File: src/rtl/cpu_wb_pkg.sv
// Shared types and default widths for the CPU-to-Wishbone bridge.
package cpu_wb_pkg;

  localparam int DEF_ADDR_W = 32;
  localparam int DEF_DATA_W = 32;

  // IDLE: no bus cycle in flight. ACTIVE: waiting for the slave's ack.
  typedef enum logic {
    IDLE   = 1'b0,
    ACTIVE = 1'b1
  } state_t;

endpackage

File: src/rtl/cpu_to_wb_adapter.sv
// Bridges single-cycle CPU read/write strobes onto one Wishbone classic cycle each.
// One transaction in flight; requests arriving while a cycle is active are dropped.
module cpu_to_wb_adapter
  import cpu_wb_pkg::*;
#(
  parameter int ADDR_W = DEF_ADDR_W,
  parameter int DATA_W = DEF_DATA_W,
  parameter int SEL_W  = DATA_W / 8
) (
  input  logic              clk,
  input  logic              resetn,     // active-high synchronous reset despite the name
  input  logic [ADDR_W-1:0] memAdr,
  input  logic [DATA_W-1:0] memwrData,
  input  logic              memWe,
  input  logic              memRd,
  output logic [DATA_W-1:0] memrdData,
  output logic [ADDR_W-1:0] wb_adr_o,
  output logic [DATA_W-1:0] wb_dat_o,
  input  logic [DATA_W-1:0] wb_dat_i,
  output logic              we_o,
  output logic              stb_o,
  output logic [SEL_W-1:0]  sel_o,
  output logic              cyc_o,
  input  logic              ack_i
);

  state_t            state_reg, state_next;
  logic [ADDR_W-1:0] adr_reg, adr_next;
  logic [DATA_W-1:0] dat_reg, dat_next;
  logic [DATA_W-1:0] rd_data_reg, rd_data_next;
  logic              we_reg, we_next;
  logic              stb_reg, stb_next;
  logic              cyc_reg, cyc_next;
  logic [SEL_W-1:0]  sel_reg, sel_next;

  // Next-state and next-output logic; every register holds unless a transition changes it.
  always_comb begin
    state_next   = state_reg;
    adr_next     = adr_reg;
    dat_next     = dat_reg;
    rd_data_next = rd_data_reg;
    we_next      = we_reg;
    stb_next     = stb_reg;
    cyc_next     = cyc_reg;
    sel_next     = sel_reg;
    case (state_reg)
      IDLE: begin
        // A simultaneous write and read is issued as a write.
        if (memWe || memRd) begin
          adr_next   = memAdr;
          dat_next   = memwrData;
          we_next    = memWe;
          cyc_next   = 1'b1;
          stb_next   = 1'b1;
          sel_next   = '1;
          state_next = ACTIVE;
        end
      end
      ACTIVE: begin
        // Address/data/controls stay put until the slave acks; new requests are ignored.
        if (ack_i) begin
          if (!we_reg) begin
            rd_data_next = wb_dat_i;
          end
          we_next    = 1'b0;
          cyc_next   = 1'b0;
          stb_next   = 1'b0;
          sel_next   = '0;
          state_next = IDLE;
        end
      end
      default: state_next = IDLE;
    endcase
  end

  // State and output registers; reset wins over a coincident ack so nothing is captured.
  always_ff @(posedge clk) begin
    if (resetn) begin
      state_reg   <= IDLE;
      adr_reg     <= '0;
      dat_reg     <= '0;
      rd_data_reg <= '0;
      we_reg      <= 1'b0;
      stb_reg     <= 1'b0;
      cyc_reg     <= 1'b0;
      sel_reg     <= '0;
    end else begin
      state_reg   <= state_next;
      adr_reg     <= adr_next;
      dat_reg     <= dat_next;
      rd_data_reg <= rd_data_next;
      we_reg      <= we_next;
      stb_reg     <= stb_next;
      cyc_reg     <= cyc_next;
      sel_reg     <= sel_next;
    end
  end

  assign memrdData = rd_data_reg;
  assign wb_adr_o  = adr_reg;
  assign wb_dat_o  = dat_reg;
  assign we_o      = we_reg;
  assign stb_o     = stb_reg;
  assign cyc_o     = cyc_reg;
  assign sel_o     = sel_reg;

endmodule

File: config.mk
export PLATFORM = sky130hd
export DESIGN_NAME = cpu_to_wb_adapter
export DESIGN_NICKNAME = d
export VERILOG_FILES = /design/src/rtl/cpu_wb_pkg.sv /design/src/rtl/cpu_to_wb_adapter.sv
export SDC_FILE = /design/constraint.sdc
export NUM_CORES = 1
export LEC_CHECK = 0
export CAP_MARGIN = 30
export CELL_PAD_IN_SITES_DETAIL_PLACEMENT = 1
export CELL_PAD_IN_SITES_GLOBAL_PLACEMENT = 1
export CORE_MARGIN = 4
export CORE_UTILIZATION = 30
export CTS_CLUSTER_DIAMETER = 60
export DETAILED_ROUTE_END_ITERATION = 10
export PLACE_DENSITY_LB_ADDON = 0.1
export SYNTH_ARGS = -nofsm -noshare
export SYNTH_HDL_FRONTEND = slang
export SYNTH_SLANG_ARGS = --single-unit
File: constraint.sdc
create_clock -name clk -period 1.6 [get_ports clk]
set_input_delay 0.32 -clock clk [delete_from_list [all_inputs] [get_ports clk]]
set_output_delay 0.32 -clock clk [all_outputs]
set_load 0.005 [all_outputs]
=== Word level (Yosys, flattened, before mapping) ===
Cells that the tools add are included.

* Register bits: 103
* Input port bits: 101
* Output and inout bits: 103
* Word-level logic and storage cells: 26

* Equality and inequality tests: 2
* Mux-type cells: 11
* Bitwise operators: 2
* Reductions and logical operators: 4

{| class="wikitable"
|+ Operator list
! kind !! number
|-
| $mux 4 || 2
|-
| $pmux 4 s2 || 1
|-
| $pmux 1 s2 || 3
|-
| $mux 1 || 5
|-
| $ne 2x2->1 const B || 2
|-
| $reduce_and 2->1 || 2
|-
| $reduce_and 3->1 || 1
|-
| $not 1->1 || 2
|-
| $logic_or 1x1->1 || 1
|}

=== Depth between registers and ports, before layout ===
Gate-level depths: netlist (run 1).

* Depth in word-level cells: 3
* Mapped depth: 4
* Depth with buffers taken out: 2

=== Least setup slack after synthesis (run 1) ===
OpenSTA, ideal clock, no wires.

* Path type: register to register
* Start: register state_reg
* End: register sel_reg[2] (netlist: sel_o[2])
* Setup time: 115 ps
* Arrival: 1029 ps
* Required time: 1485 ps
* Path slack: 456 ps
* Cell stages (with the launch flop): 5
* Path buffers: 2
* Period minus slack after synthesis: 1144 ps
* Cell sequence: dfxtp_1 -> o21ba_1 -> buf_6 -> buf_6 -> o21a_1

* Cells in the longest elaborated chain, start to end: 3
* Elaborated cells on any way between the ends: 5
* Those cells by class: eq/ne: 2; mux: 1; bitwise: 1; reduce/logical: 1

{| class="wikitable"
|+ Ends and longest elaborated chain
! what !! line !! source
|-
| start: declaration || cpu_to_wb_adapter.sv:27 || <nowiki>state_t state_reg, state_next;</nowiki>
|-
| start signal: assignment || cpu_to_wb_adapter.sv:88 || <nowiki>state_reg <= state_next;</nowiki>
|-
| $not 1->1 (no source line) || n/a ||
|-
| $ne 2x2->1 (no source line) || n/a ||
|-
| $reduce_and 2->1 (no source line) || n/a ||
|-
| end signal: assignment || cpu_to_wb_adapter.sv:95 || <nowiki>sel_reg <= sel_next;</nowiki>
|-
| end: declaration || cpu_to_wb_adapter.sv:34 || <nowiki>logic [SEL_W-1:0] sel_reg, sel_next;</nowiki>
|}

Several ways; a longest one is shown, not always the timed one.
A chain may end at the register's enable or synchronous reset.

=== Final worst setup path (run 1) ===
* Start: register sel_reg[2] (netlist: sel_o[2])
* End: output sel_o[2]

{| class="wikitable"
|+ RTL lines
! what !! line !! source
|-
| end: declaration || cpu_to_wb_adapter.sv:22 || <nowiki>output logic [SEL_W-1:0] sel_o,</nowiki>
|}

No word-level cell between the ends.

==> results of run 1 <==
cell type report:
type / count / area [sq um]
clock inverters: 5 / 77.57
clock buffers: 11 / 232.7
flip-flops and latches: 99 / 1986
well taps: 184 / 230.2
repair buffers: 214 / 2170
inverters: 1 / 3.754
fillers: 1624 / 7592
multi-input cells: 297 / 2242
where the power goes:
group	switching, W	internal (W)	total (W)	leakage (nW)
Combinational	0.000401	0.000793	0.00119	1.74
Sequential	0.0000986	0.00264	0.00274	0.814
Clock	0.000926	0.00137	0.00229	0.150
worst register-to-register path, cell delays in order, from the launching register on:
cell and delay [ns]:
dfxtp_1 0.44, and3b_2 0.25, buf_12 0.23, mux2i_1 0.26
metrics by stage:
step / setup TNS (ns) / std cells
after CTS: 0 / 811
after floorplan: 0 / 434
after global placement: 0 / 795
after detailed placement: -0.6641 / 795
final: 0 / 811
after global routing: 0 / 811
per-layer routing:
layer / routed length, um / vias up / share of wire [%]
li1: - / 1759 / -
met1: 5081 / 1643 / 41
met2: 5938 / 113 / 48
met3: 1020 / 16 / 8.3
met4: 235 / 0 / 1.9
met5: 0 / - / 0
cell families (layout without fill, tap and decap cells):
group	count (synthesis)	in the layout	synth area share, %
simple gates	195	195	27.47
flops	99	99	44.54
compound gates	5	5	0.9282
mux	97	97	21.82
buf+inv	38	231	5.231
final timing paths:
check / end / depth (start not counted) / slack [ns] / from
worst min register to register: memrdData[21] / 2 / 0.47 / memrdData[21]
worst max register to register: memrdData[26] / 3 / 0.33 / state_reg
worst min-delay path: state_reg / 2 / 0.43 / resetn
worst max-delay path: sel_o[2] / 1 / 0.05 / sel_o[2]
layout by cell type, fill, tap and decap left out:
master | Yosys | layout
a211oi_1 | 1 | 1
nor3b_1 | 1 | 1
a21boi_0 | 1 | 1
clkdlybuf4s50_1 | 0 | 199
o21ba_4 | 0 | 1
o21a_1 | 1 | 1
buf_12 | 0 | 4
clkbuf_1 | 20 | 2
dfxtp_4 | 0 | 1
nand2b_1 | 192 | 192
inv_1 | 1 | 1
clkinvlp_4 | 0 | 1
a31o_2 | 1 | 1
clkinv_2 | 0 | 2
mux2i_1 | 97 | 97
dlymetal6s2s_1 | 0 | 3
buf_4 | 5 | 8
and3b_2 | 0 | 1
clkbuf_16 | 0 | 9
nor3_1 | 1 | 1
bufinv_16 | 0 | 2
dfxtp_1 | 99 | 98
what timing repair did:
action / in CTS / in global routing
endpoints found under the setup margin: 6 / 3
resized for setup: 2 / 3
cloned: 0 / 0
==> reports/qor.csv, run 1 <==
metric;value;unit
status;completed;
CTS tree;yes;
syn nets;535;
Synth Flop Type;dfxtp_1;
RSZ-0062 raised after global routing;false;
DRC viols;0;
CP delay by family, top;buffers and inverters;
Starting DRT DRC Count;142;
Leakage Power;2.704;nW
Slowest cell on crit path;clkdlybuf4s50_1;
Yosys top cell by area;dfxtp_1;
vias in the first global route;3793;
Hold Path Class;input port to register;
Pins Over Slew Limit;0;
ant diodes;0;
Place WS;-0.05413;ns
Synth top area share;44.54;%
GR Util met2;24.33;%
GR Util met1;16.76;%
met3 Usage GRT;5.117;%
IO Port Bufs;203;
clk_lat worst skew;0.34;ns
Clock Pin Slew Worst Setup and Hold Paths;0.06;ns
Die H;129.8;um
DR WL/cell;15.14;um
setup bufs post-CTS;0;
Nets;723;
max_cap viols;0;
Final Skew;0.004635;ns
Netlist Area Pre-Place;4449;sq um
CTS buffer count;9;
Hold Fails Final Rpt;0;
syn avg cell area;10.25;sq um
pin count of the biggest net entering global routing;71;
die area;16840;sq um
First-pass DRT Iterations;4;
Die Span X;129.8;um
hold_ws;0.4275;ns
Final Power;0.006225;W
Post-DRT Antenna Nets;0;
Vias per Instance;4.354;
fin util;47.76;%
crit end category;output pin;
GRT overflow;0;
crit path cell chain;clkdlybuf4s50_1;
Post-DP Area;6620;sq um
final instance area;6942;sq um
hold buffer count at CTS;0;
critical path type;register to output pin;
clk root buf;clkbuf_16;
CP max stage delay;0.51;ns
ys async rst share;0;%
EDFF count, synth;0;
most frequent cell after synthesis;nand2b_1;
sequential area share after synthesis;44.54;%
Seq cells post-synth;99;
fmax;645.8;MHz
clk sinks;99;
synth unique cells;16;
cell types with the highest counts after synthesis;192 x nand2b_1, 99 x dfxtp_1, 97 x mux2i_1;
CP startpoint kind;register;
Worst Path Required;1.28;ns
number of antenna violations at the first check in global routing;0;
Post-Route WL;12280;um
first-pass GRT wire length;19140;um
GRT busiest layer;met2;
Worst EP arrival;1.23;ns
proportion of layout cells with a drive suffix above 1;4.785;%
Yosys warning total;0;
Buf/Inv on CP;1;
H-tree depth;3;
Mapped Cells;434;
worst-path maximum fanout;7;
Rows;44;
routability cong.;0.7230;
fin crit period;1.548;ns
area grow syn2layout;56.02;%
Core Area;14530;sq um
# IOs;204;
Worst-Margin Slew;0.3498;ns
Slew HR;76.68;%
PwrDens;896.7;nW/um^2
via count;3531;
synth top area cells;dfxtp_1 45%, nand2b_1 27%, mux2i_1 22%, buf_6 2.3%, clkbuf_1 1.7%;
Starting Density;30.61;%
Final Cycle Share;96.78;%
worst setup margin;0.05159;ns
GRT Total Usage;14.41;%
Final HPWL DP;9183;um
# setup viols final;0;
Peak VDD IR;0.5047;mV
CTS max path bufs;2;
Power figures use the tool's default switching activity.
==> run 2: changes to the inputs <==
--- a/config.mk
+++ b/config.mk
@@ -5,6 +5,7 @@
 export SDC_FILE = /design/constraint.sdc
 export NUM_CORES = 1
 export LEC_CHECK = 0
+export ABC_CLOCK_PERIOD_IN_PS = 1600
 export CAP_MARGIN = 30
 export CELL_PAD_IN_SITES_DETAIL_PLACEMENT = 1
 export CELL_PAD_IN_SITES_GLOBAL_PLACEMENT = 1
==> results of run 2 <==
The final DEF is identical to that of run 1; final timing and power are the same.
